File: src/rtl/sub_arb_seq_pkg.sv
// Shared definitions for the two-requester nibble-serial subtractor.
// Holds the controller state encoding, the slice width and a helper that
// turns an operand width into the number of nibble passes it needs.
package sub_arb_seq_pkg;

  localparam int NIB_W = 4;

  typedef enum logic [1:0] {
    IDLE = 2'd0,
    RUN  = 2'd1,
    DONE = 2'd2
  } state_t;

  function automatic int nibble_count(input int width);
    return width / NIB_W;
  endfunction

endpackage

File: src/rtl/sub_arb_seq_sub4_slice.sv
// sub4_slice: purely combinational 4-bit subtractor with borrow chaining.
// Ports:
//   a, b  - minuend / subtrahend nibble
//   bin   - borrow into this nibble
//   diff  - (a - b - bin) modulo 16
//   bout  - 1 when a < b + bin
module sub4_slice
  import sub_arb_seq_pkg::*;
(
  input  logic [NIB_W-1:0] a,
  input  logic [NIB_W-1:0] b,
  input  logic             bin,
  output logic [NIB_W-1:0] diff,
  output logic             bout
);

  logic [NIB_W:0] full;

  // One extra bit catches the wrap-around: a negative result sets the MSB,
  // which is exactly the borrow out of the nibble.
  always_comb begin
    full = {1'b0, a} - {1'b0, b} - {{NIB_W{1'b0}}, bin};
    diff = full[NIB_W-1:0];
    bout = full[NIB_W];
  end

endmodule

File: src/rtl/sub_arb_seq.sv
// sub_arb_seq: two requesters share a single 4-bit subtract slice. A winning
// request is captured, then processed one nibble per cycle LSB first, and the
// result is held in DONE until the consumer takes it.
// Ports:
//   clk, rst_n            - clock, asynchronous active-low reset
//   req_valid[1:0]        - request valid per requester
//   req_ready[1:0]        - one-hot accept, only while idle
//   req_a0/req_b0         - requester 0 minuend / subtrahend
//   req_a1/req_b1         - requester 1 minuend / subtrahend
//   rsp_valid/rsp_ready   - result handshake
//   rsp_id                - which requester owns the result
//   rsp_diff/rsp_borrow   - A - B mod 2^WIDTH and final borrow (A < B)
// WIDTH must be a multiple of 4 and at least 8.
module sub_arb_seq
  import sub_arb_seq_pkg::*;
#(
  parameter int WIDTH = 16
) (
  input  logic             clk,
  input  logic             rst_n,
  input  logic [1:0]       req_valid,
  output logic [1:0]       req_ready,
  input  logic [WIDTH-1:0] req_a0,
  input  logic [WIDTH-1:0] req_b0,
  input  logic [WIDTH-1:0] req_a1,
  input  logic [WIDTH-1:0] req_b1,
  output logic             rsp_valid,
  input  logic             rsp_ready,
  output logic             rsp_id,
  output logic [WIDTH-1:0] rsp_diff,
  output logic             rsp_borrow
);

  localparam int NIBS = nibble_count(WIDTH);
  localparam int CW   = (NIBS > 1) ? $clog2(NIBS) : 1;
  localparam logic [CW-1:0] LAST_K = CW'(NIBS - 1);

  state_t           state_q, state_d;
  logic [CW-1:0]    cnt_q, cnt_d;
  logic             borrow_q, borrow_d;
  logic [WIDTH-1:0] diff_q, diff_d;
  logic             rsp_borrow_q, rsp_borrow_d;
  logic             id_q, id_d;
  logic             last_q, last_d;
  logic [WIDTH-1:0] a_q, a_d;
  logic [WIDTH-1:0] b_q, b_d;

  logic [1:0]       grant;
  logic             accept;
  logic [NIB_W-1:0] sl_a, sl_b, sl_diff;
  logic             sl_bin, sl_bout;

  // Arbitration: a lone requester wins; on a tie the one not served last
  // wins. last_q resets to 1 so requester 0 takes the first tie.
  always_comb begin
    grant = 2'b00;
    case (req_valid)
      2'b01:   grant = 2'b01;
      2'b10:   grant = 2'b10;
      2'b11:   grant = last_q ? 2'b01 : 2'b10;
      default: grant = 2'b00;
    endcase
  end

  // req_ready is gated by rst_n so it reads 00 for the whole reset window.
  assign req_ready = (state_q == IDLE && rst_n) ? grant : 2'b00;
  assign accept    = |(req_valid & req_ready);

  // Pick the nibble currently being worked on; the chain starts with no
  // borrow and afterwards uses the registered borrow of the previous nibble.
  always_comb begin
    sl_a = '0;
    sl_b = '0;
    for (int i = 0; i < NIBS; i++) begin
      if (cnt_q == CW'(i)) begin
        sl_a = a_q[i*NIB_W +: NIB_W];
        sl_b = b_q[i*NIB_W +: NIB_W];
      end
    end
    sl_bin = (cnt_q == '0) ? 1'b0 : borrow_q;
  end

  sub4_slice u_slice (
    .a    (sl_a),
    .b    (sl_b),
    .bin  (sl_bin),
    .diff (sl_diff),
    .bout (sl_bout)
  );

  // Controller next state plus datapath updates.
  always_comb begin
    state_d      = state_q;
    cnt_d        = cnt_q;
    borrow_d     = borrow_q;
    diff_d       = diff_q;
    rsp_borrow_d = rsp_borrow_q;
    id_d         = id_q;
    last_d       = last_q;
    a_d          = a_q;
    b_d          = b_q;
    case (state_q)
      IDLE: begin
        if (accept) begin
          state_d  = RUN;
          cnt_d    = '0;
          borrow_d = 1'b0;
          id_d     = req_ready[1];
          last_d   = req_ready[1];
          a_d      = req_ready[1] ? req_a1 : req_a0;
          b_d      = req_ready[1] ? req_b1 : req_b0;
        end
      end
      RUN: begin
        for (int i = 0; i < NIBS; i++) begin
          if (cnt_q == CW'(i)) diff_d[i*NIB_W +: NIB_W] = sl_diff;
        end
        borrow_d = sl_bout;
        if (cnt_q == LAST_K) begin
          rsp_borrow_d = sl_bout;
          cnt_d        = '0;
          state_d      = DONE;
        end else begin
          cnt_d = CW'(cnt_q + 1'b1);
        end
      end
      DONE: begin
        if (rsp_ready) state_d = IDLE;
      end
      default: state_d = IDLE;
    endcase
  end

  always_ff @(posedge clk or negedge rst_n) begin
    if (!rst_n) begin
      state_q      <= IDLE;
      cnt_q        <= '0;
      borrow_q     <= 1'b0;
      diff_q       <= '0;
      rsp_borrow_q <= 1'b0;
      id_q         <= 1'b0;
      last_q       <= 1'b1;
      a_q          <= '0;
      b_q          <= '0;
    end else begin
      state_q      <= state_d;
      cnt_q        <= cnt_d;
      borrow_q     <= borrow_d;
      diff_q       <= diff_d;
      rsp_borrow_q <= rsp_borrow_d;
      id_q         <= id_d;
      last_q       <= last_d;
      a_q          <= a_d;
      b_q          <= b_d;
    end
  end

  assign rsp_valid  = (state_q == DONE);
  assign rsp_id     = id_q;
  assign rsp_diff   = diff_q;
  assign rsp_borrow = rsp_borrow_q;

endmodule

File: config.mk
export PLATFORM = sky130hd
export DESIGN_NAME = sub_arb_seq
export DESIGN_NICKNAME = d
export VERILOG_FILES = /design/src/rtl/sub_arb_seq_pkg.sv /design/src/rtl/sub_arb_seq_sub4_slice.sv /design/src/rtl/sub_arb_seq.sv
export SDC_FILE = /design/constraint.sdc
export NUM_CORES = 1
export LEC_CHECK = 0
export CAP_MARGIN = 10
export CORE_ASPECT_RATIO = 0.7
export CORE_MARGIN = 5
export CORE_UTILIZATION = 47
export DETAILED_ROUTE_END_ITERATION = 8
export GPL_ROUTABILITY_DRIVEN = 0
export PLACE_DENSITY_LB_ADDON = 0.05
export SLEW_MARGIN = 30
export SYNTH_ARGS = -nofsm -noshare
export SYNTH_HDL_FRONTEND = slang
export SYNTH_SLANG_ARGS = --single-unit
File: constraint.sdc
create_clock -name clk -period 3.2 [get_ports clk]
set_input_delay 0.32 -clock clk [delete_from_list [all_inputs] [get_ports clk]]
set_output_delay 0.32 -clock clk [all_outputs]
set_load 0.02 [all_outputs]
* Word-level counts from Yosys, hierarchy flattened
Cells that the tools add are included.
** Cells by class
- $add $sub $neg :: 3
- Equality and inequality tests :: 11
- Mux-type cells :: 23
- Bitwise gates (word level) :: 1
- Reduce and logical (&&, ||, !) cells :: 12
** Operators with widths (number)
- $mux W16 :: 2
- $mux W4 :: 8
- $mux W2 :: 7
- $pmux W2 S3 :: 2
- $reduce_and A2 Y1 :: 6
- $eq A2 B2 Y1 const B :: 5
- $eq A2 B1 Y1 const B :: 3
- $sub A4 B4 Y5 :: 1
- $sub A5 B1 Y5 :: 1
- $logic_not A2 Y1 :: 2
- $ne A2 B2 Y1 const B :: 2
- $pmux W2 S2 :: 1
- $reduce_and A3 Y1 :: 1
- $add A2 B1 Y2 const B :: 1
- $and A2 B2 Y2 :: 1
- $mux W1 :: 2
- $ne A2 B1 Y1 const B :: 1
- $pmux W1 S2 :: 1
- $reduce_bool A2 Y1 :: 1
- $reduce_or A2 Y1 :: 1
- $logic_and A1 B1 Y1 :: 1
** Word-level totals
- Flip-flop bits (word level) :: 56

* Depth between registers and ports, before layout
Gate-level depths: netlist of run 1.
- Depth after elaboration :: 8
- Depth in mapped cells :: 16
- Mapped depth without buffers :: 13

* Cells and area by module
From an unflattened synthesis of run 1, not the netlist that was laid out.
** Second synthesis, totals
- Cells, all modules :: 319
- Area, all modules :: 3070.4 um^2
** Modules (own cells, without submodules)
- sub_arb_seq :: times used 1, cells each 295, area each 2862.7 um^2
- sub4_slice :: times used 1, cells each 24, area each 207.7 um^2

* Worst setup path after synthesis of run 1
No wires, ideal clock.
- Kind :: reg2reg
- Start point :: reg cnt_q[1]
- End point :: reg rsp_borrow_q (netlist: rsp_borrow)
- Library setup time :: 0.135 ns
- Data arrival time :: 2.720 ns
- Path slack :: 0.344 ns
- Stages on the path, launching flop included :: 16
- Path buffers :: 2
- Clock period less this slack :: 2.856 ns
- Cell sequence :: dfrtp_1 -> inv_1 -> ha_1 -> clkbuf_1 -> clkbuf_1 -> nand2_1 -> a21oi_1 -> a21oi_1 -> o21ai_0 -> fa_1 -> inv_1 -> fa_1 -> nand2b_1 -> a21oi_1 -> xnor2_1 -> o21ai_0
** On the way
- Word-level cells in the longest chain between the ends :: 7
- Elaborated cells between the ends (all ways) :: 16
- Those cells by class :: add/sub (2); eq/ne (3); mux (9); reduce/logical (2)
** RTL lines
- start, declared :: RTL line sub_arb_seq.sv:39 : logic [CW-1:0] cnt_q, cnt_d;
- start signal, assigned :: RTL line sub_arb_seq.sv:147 : cnt_q <= cnt_d;
- $logic_not A2 Y1 :: RTL line sub_arb_seq.sv:75, sub_arb_seq.sv:80
- $mux W4 (4 in series) :: RTL line sub_arb_seq.sv:75 : if (cnt_q == CW'(i)) begin
- $sub A4 B4 Y5 :: RTL line sub_arb_seq_sub4_slice.sv:22 : full = {1'b0, a} - {1'b0, b} - {{NIB_W{1'b0}}, bin};
- $sub A5 B1 Y5 :: RTL line sub_arb_seq_sub4_slice.sv:22
- end signal, assigned :: RTL line sub_arb_seq.sv:150 : rsp_borrow_q <= rsp_borrow_d;
- end, declared :: RTL line sub_arb_seq.sv:42 : logic rsp_borrow_q, rsp_borrow_d;
Parallel ways exist; a longest one is shown, timed or not.
A chain may end at the register's enable or synchronous reset.

* Final worst setup path of run 1
- Start point :: reg cnt_q[1]
- End point :: reg diff_q[15] (netlist: rsp_diff[15])
** On the way
- Word-level cells in the longest chain between the ends :: 7
- Elaborated cells between the ends (all ways) :: 16
- Those cells by class :: add/sub (2); eq/ne (3); mux (9); reduce/logical (2)
** RTL lines
- $logic_not A2 Y1 :: RTL line sub_arb_seq.sv:75, sub_arb_seq.sv:80
- $mux W4 (4 in series) :: RTL line sub_arb_seq.sv:75
- $sub A4 B4 Y5 :: RTL line sub_arb_seq_sub4_slice.sv:22
- $sub A5 B1 Y5 :: RTL line sub_arb_seq_sub4_slice.sv:22
- end signal, assigned :: RTL line sub_arb_seq.sv:149 : diff_q <= diff_d;
- end, declared :: RTL line sub_arb_seq.sv:41 : logic [WIDTH-1:0] diff_q, diff_d;
Parallel ways exist; a longest one is shown, timed or not.

==> results.md, run 1 <==
* Starting Density at 47.5%
* Max incr delay on CP at 0.42 ns
* Initial antenna violation count at 0
* Num CTS Buffers at 5
* Clock share of power at 10.3%
* Post-layout minimum cycle time at 2.95 ns
* Share of cells above drive strength 1 at 5.58%
* Ant. Diodes at 0
* EDFF count, synth at 0
* Core area at 6130 um2
* Vias in the first global route at 2447
* CP cell instances: inv_1, ha_2, buf_4, nor2b_1, a221oi_1, nor3_1, a21oi_1, ha_1, inv_1, ha_1, nand4bb_1, nor2_1, a211oi_1, nand3_1
* Fmax at 0.340 GHz
* Power Dens Cells at 1010 nW/um2
* DR iter-0 viols at 96
* R2R Path End: rsp_diff[15]
* Grt ovf at 0
* IR drop worst, VDD at 0.477 mV
* DP Wirelength at 5510 um
* Seq/Total Area, Yosys at 48.2%
* Site Rows at 24
* Endpoints failing setup at 0
* Worst Skew at 0.00327 ns
* Vias/cell at 5.45
* Synth Flop Type: dfrtp_1
* Sequential share of power at 32.0%
* CTS root buf: clkbuf_8
* Worst EP required at 3.40 ns
* Async S/R FF share, synth at 100%
* Comb power frac at 57.7%
* Worst-path maximum fanout at 10
* Post-synthesis cell count at 314
* Setup Buffers After CTS at 0
* Num ports at 90
* Final TNS setup at 0 ns
* Worst-path clk slew at 0.10 ns
* Worst slew margin at 54.0%
* Max-cap violations at 0
* Via count at 2574
* Number of distinct library cells after synthesis at 32
* Fillers at 516
* Synth-to-Final Area Change at 34.9%
* Number of max-slew violations in the final report at 0
* Drt wl/cell at 15.9 um
* Worst Setup Path Type: flip-flop to flip-flop
* Die area at 7890 um2
* Clk_lat worst skew at 0.31 ns
* Post-route DRC at 0
* Port bufs at 89
* Seq cells post-synth at 56
* H-tree Lvls at 2
* Syn_nets at 393
* Reg2reg setup slack at 0.25 ns
* Internal power at 2.21 mW
* Element type at the critical path end: flip-flop
* Crit-path slowest cell: dfrtp_1
* Finished Core Util at 64.0%
* Worst path arrival time at 3.14 ns
* Antenna-violating nets left at 0
* Psw at 1.73 mW
* First-pass GRT wire length at 12300 um
* Drt pass-1 iters at 4
* Power, Total at 3.95 mW
* Critical Path Sink: rsp_diff[15]
* Final Hold Vio Count at 0
* Design area at 3920 um2
* Status: finished clean
* Mapped Area at 2910 um2
* Worst r2r src: cnt_q[1]
* Min-Delay Path Class: primary input to async pin
* Hold slack at 0.401 ns
* Die Y at 75.8 um
* Syn avg cell area at 9.26 um2
* Crit start category: flip-flop
* Final nets at 472
* CTS Buffer Depth at 2
* Final Cycle Share at 92.0%
* Placed inst area at 3820 um2
* Worst-margin pin slew at 0.691 ns
* R2R depth at 14
* Switching portion of total power at 43.9%
* CTS tree: built
* Die width at 104 um
* LEAKAGE at 1.62 nW
* Yosys Warn Count at 0
* Clock sinks at 56
* Final wirelength at 7510 um
* CP Launch Point: cnt_q[1]
* Largest net degree at the start of global routing at 71
* Unrepaired setup endpoints after global routing: false
* Global-route usage over all layers at 19.5%
## power groups by stage
stage	clock network [mW]	logic [mW]	registers (mW)
after CTS	0.410	2.29	1.26
after global placement	0	2.23	1.28
after global routing	0.437	2.57	1.31
after detailed placement	0	2.28	1.27
final	0.407	2.28	1.26
after floorplan	0	1.46	1.32
## cells by family after synthesis
group	Yosys count	share of synthesized area, %
compound gates	108	21.7
xor+xnor	2	0.603
fa+ha+maj	10	4.82
buf+inv	31	5.03
flops	56	48.2
mux	6	2.24
simple gates	101	17.4
## registers in the layout (all words and copies together) (netlist names)
name	count
rsp_id	1
cnt_q	2
borrow_q	1
a_q	16
b_q	16
last_q	1
rsp_diff	16
rsp_borrow	1
state_q	2
## Yosys cell counts (all sizes together), types with 3 or more instances
master / number / share of area (%)
dfrtp: 55 / 47
nand2: 49 / 6.3
o21ai: 48 / 8.3
o22ai: 32 / 6.9
clkbuf: 20 / 2.6
a21oi: 13 / 2.2
nor2b: 12 / 2.6
nand3b: 9 / 2.3
nor2: 9 / 1.2
ha: 8 / 3.4
nor3: 8 / 1.4
inv: 7 / 0.90
nand3: 5 / 0.86
a211oi: 4 / 1.2
a221oi: 4 / 1.2
buf: 4 / 1.5
mux2: 4 / 1.5
nand2b: 4 / 0.86
o211ai: 3 / 0.77
## metal layers
layer / global-route usage (%) / share of wire [%] / wire, um
met1: 29.7 / 51 / 3800
met2: 28.0 / 41 / 3070
met3: 4.74 / 7.4 / 556
met5: 0 / 0 / 0
met4: 5.03 / 1.1 / 85
## worst min-delay path by stage
stage / start / endpoint / slack [ns]
after detailed placement: rst_n / rsp_id / 0.13
after global placement: rst_n / rsp_id / 0.13
after CTS: rst_n / rsp_id / 0.41
final: rst_n / rsp_id / 0.40
after global routing: rst_n / rsp_id / 0.41
after floorplan: rst_n / a_q[0] / 0.02
## layout by cell type, fill, tap and decap left out, drive strengths merged, types with 5 or more instances in the layout
master | synthesis | layout
a21oi | 13 | 13
buf | 4 | 7
clkbuf | 20 | 8
clkdlybuf4s50 | 0 | 88
dfrtp | 55 | 55
ha | 8 | 8
inv | 7 | 7
nand2 | 49 | 49
nand3 | 5 | 5
nand3b | 9 | 9
nor2 | 9 | 9
nor2b | 12 | 12
nor3 | 8 | 8
o21ai | 48 | 48
o22ai | 32 | 32
## through the flow
step                setup WS [ns]  cells
finish                      0.255    472
global route               0.0110    472
CTS                         0.225    472
detailed placement          0.249    463
global placement            0.352    463
floorplan                   0.344    314
## critical path: cells and delay by family, from the launching register on
family | cells | cell delay, ns
AO/OA/AOI/OAI | 3 | 0.77
adder cells (fa/ha/maj) | 3 | 0.79
buffers and inverters | 3 | 0.31
flip-flops | 1 | 0.42
AND/OR/NAND/NOR | 5 | 0.52
## area by class of cell
| cell class | instances | area [um2] | area share [%] |
|---|---|---|---|
| sequential | 56 | 1400 | 35.8 |
| timing repair buffer | 96 | 941 | 24.0 |
| inverter | 7 | 26.3 | 0.670 |
| clock buffer | 8 | 90.1 | 2.30 |
| multi-input combinational | 227 | 1360 | 34.8 |
| tap | 78 | 97.6 | 2.49 |
## timing repair
item / in CTS / in global routing
hold buffers: 1 / 0
hold endpoints to repair: 2 / 0
endpoints found under the setup margin: 0 / 6
gates resized for setup: 0 / 2
Power figures use the tool's default switching activity.
==> run 2, diff against run 1 <==
--- a/config.mk
+++ b/config.mk
@@ -12,6 +12,7 @@
 export DETAILED_ROUTE_END_ITERATION = 8
 export GPL_ROUTABILITY_DRIVEN = 0
 export PLACE_DENSITY_LB_ADDON = 0.05
+export SETUP_SLACK_MARGIN = 0.2
 export SLEW_MARGIN = 30
 export SYNTH_ARGS = -nofsm -noshare
 export SYNTH_HDL_FRONTEND = slang
==> run 2 against run 1 <==
Effect of this change:
- final cell count is the same
- via count grew 0.66%
- utilization grew 0.94 points
- hold slack gained 0.0086 ns
- first-iteration DRC count grew 13%
- sequential share of layout area shrank 0.49 points
- critical endpoint is now rsp_borrow
==> results.md, run 2 (synthesis gave the netlist of run 1 again) <==
* Commonest cells after routing, fill and taps aside: clkdlybuf4s50_1 (88), dfrtp_1 (54), nand2_1 (49)
* Site Rows at 24
* Max-cap violations at 0
* WL met2 at 3200 um
* Largest net degree at the start of global routing at 71
* Setup Buffers After CTS at 0
* Internal power at 2.31 mW
* CP Launch Point: cnt_q[0]
* Family with the most delay on the worst path: adder cells
* Clock share of power at 9.8%
* Final nets at 472
* Final TNS setup at 0 ns
* Crit start category: flip-flop
* Starting Density at 47.5%
* CTS tree: built
* DP Wirelength at 5510 um
* Global-route usage over all layers at 19.5%
* Register area at 1400 um2
* Worst-path clk slew at 0.10 ns
* CP cell instances: inv_1, ha_2, nor2b_1, nor3_1, a21oi_1, fa_1, inv_1, fa_1, nand2b_1, a21oi_1, xnor2_1, o21ai_0
* Antenna-violating nets left at 0
* Power, Total at 4.10 mW
* Number of max-slew violations in the final report at 0
* Worst Skew at 0.00669 ns
* Area of the multi-input gates at 1420 um2
* Final Cycle Share at 87.9%
* Wire length on met1 at 3930 um
* First-pass GRT wire length at 12300 um
* Vias/cell at 5.49
* Clock sinks at 56
* Crit-path slowest cell: dfrtp_2
* Num ports at 90
* Min-Delay Path Class: primary input to async pin
* LEAKAGE at 1.63 nW
* CTS root buf: clkbuf_8
* Die Y at 75.8 um
* Vias in the first global route at 2447
* Num CTS Buffers at 5
* Top Metal Used: met4
* Port bufs at 89
* Critical path depth in cells at 12
* Share of cells above drive strength 1 at 7.61%
* Worst path arrival time at 2.99 ns
* Post-route DRC at 0
* Grt ovf at 0
* Buf/Inv on CP at 2
* Endpoints failing setup at 0
* Worst Setup Path Type: flip-flop to flip-flop
* DR iter-0 viols at 108
* Reg2reg setup slack at 0.39 ns
* Worst r2r src: cnt_q[0]
* Design area at 3980 um2
* Critical Path Sink: rsp_borrow
* Power Dens Cells at 1030 nW/um2
* Drt pass-1 iters at 4
* Max incr delay on CP at 0.46 ns
* Worst slew margin at 53.8%
* R2R Path End: rsp_borrow
* CTS Buffer Depth at 2
* Initial antenna violation count at 0
* Commonest non-fill, non-tap cell in the layout: clkdlybuf4s50_1
* Placed inst area at 3820 um2
* Worst-path maximum fanout at 17
* Core area at 6130 um2
* Element type at the critical path end: flip-flop
* Switching portion of total power at 43.8%
* Status: finished clean
* Final Hold Vio Count at 0
* Ant. Diodes at 0
* Via count at 2591
* IR drop worst, VDD at 0.498 mV
* H-tree Lvls at 2
* Routed met3 length at 423 um
* Fillers at 506
* Comb power frac at 59.3%
* Psw at 1.80 mW
* Unrepaired setup endpoints after global routing: false
* Synth-to-Final Area Change at 36.8%
* Die area at 7890 um2
* Post-layout minimum cycle time at 2.81 ns
* R2R depth at 12
* Sequential share of power at 31.0%
* Worst-margin pin slew at 0.694 ns
* Drt wl/cell at 16.1 um
* Final wirelength at 7610 um
* Worst EP required at 3.38 ns
* Fmax at 0.355 GHz
* Die width at 104 um
* Clk_lat worst skew at 0.31 ns
run 2: power by group through the flow:
stage | clock network [mW] | registers [mW] | logic (mW)
after floorplan | 0 | 1.32 | 1.46
after global placement | 0 | 1.28 | 2.23
after detailed placement | 0 | 1.27 | 2.28
after CTS | 0.410 | 1.26 | 2.29
after global routing | 0.438 | 1.32 | 2.72
final | 0.400 | 1.27 | 2.43
run 2: metrics by stage:
step | hold slack [ns] | setup slack [ns] | util (%) | std cells
3_5_place_dp | 0.130 | 0.249 | 62.3 | 463
6_report | 0.410 | 0.386 | 65.0 | 472
5_1_grt | 0.406 | 0.144 | 65.0 | 472
2_1_floorplan | 0.0244 | 0.344 | - | 314
3_3_place_gp | 0.132 | 0.352 | 62.3 | 463
4_1_cts | 0.408 | 0.225 | 63.9 | 472
run 2: per-layer routing:
layer | global-route usage, % | vias to the layer above
met5 | 0 | -
met4 | 5.03 | 0
met3 | 4.74 | 8
met2 | 28.0 | 70
met1 | 29.7 | 1234
li1 | - | 1279
run 2: how the worst min path moves through the flow:
stage | to | slack, ns | depth (start not counted)
floorplan | a_q[0] | 0.02 | 0
global placement | rsp_id | 0.13 | 1
detailed placement | rsp_id | 0.13 | 1
CTS | rsp_id | 0.41 | 2
global route | rsp_id | 0.41 | 2
finish | rsp_id | 0.41 | 2
run 2: area by class of cell:
cell class              count  area share (%)
well taps                  78            2.45
flip-flops and latches     56            35.3
repair buffers             96            23.6
clock buffers               8            2.26
inverters                   7           0.660
multi-input cells         227            35.7
run 2: repair_timing:
action                                  in CTS  in global routing
hold buffers                                 1                  0
endpoints found under the hold margin        2                  0
endpoints found under the setup margin       0                 14
gates resized for setup                      0                 13
run 2: worst register-to-register path: stages, from the launching register on:
cell and delay (ns):
dfrtp_2 0.46, inv_1 0.14, ha_2 0.41, nor2b_1 0.18, nor3_1 0.06, a21oi_1 0.18, fa_1 0.19, inv_1 0.06
fa_1 0.42, nand2b_1 0.16, a21oi_1 0.18, xnor2_1 0.16, o21ai_0 0.10
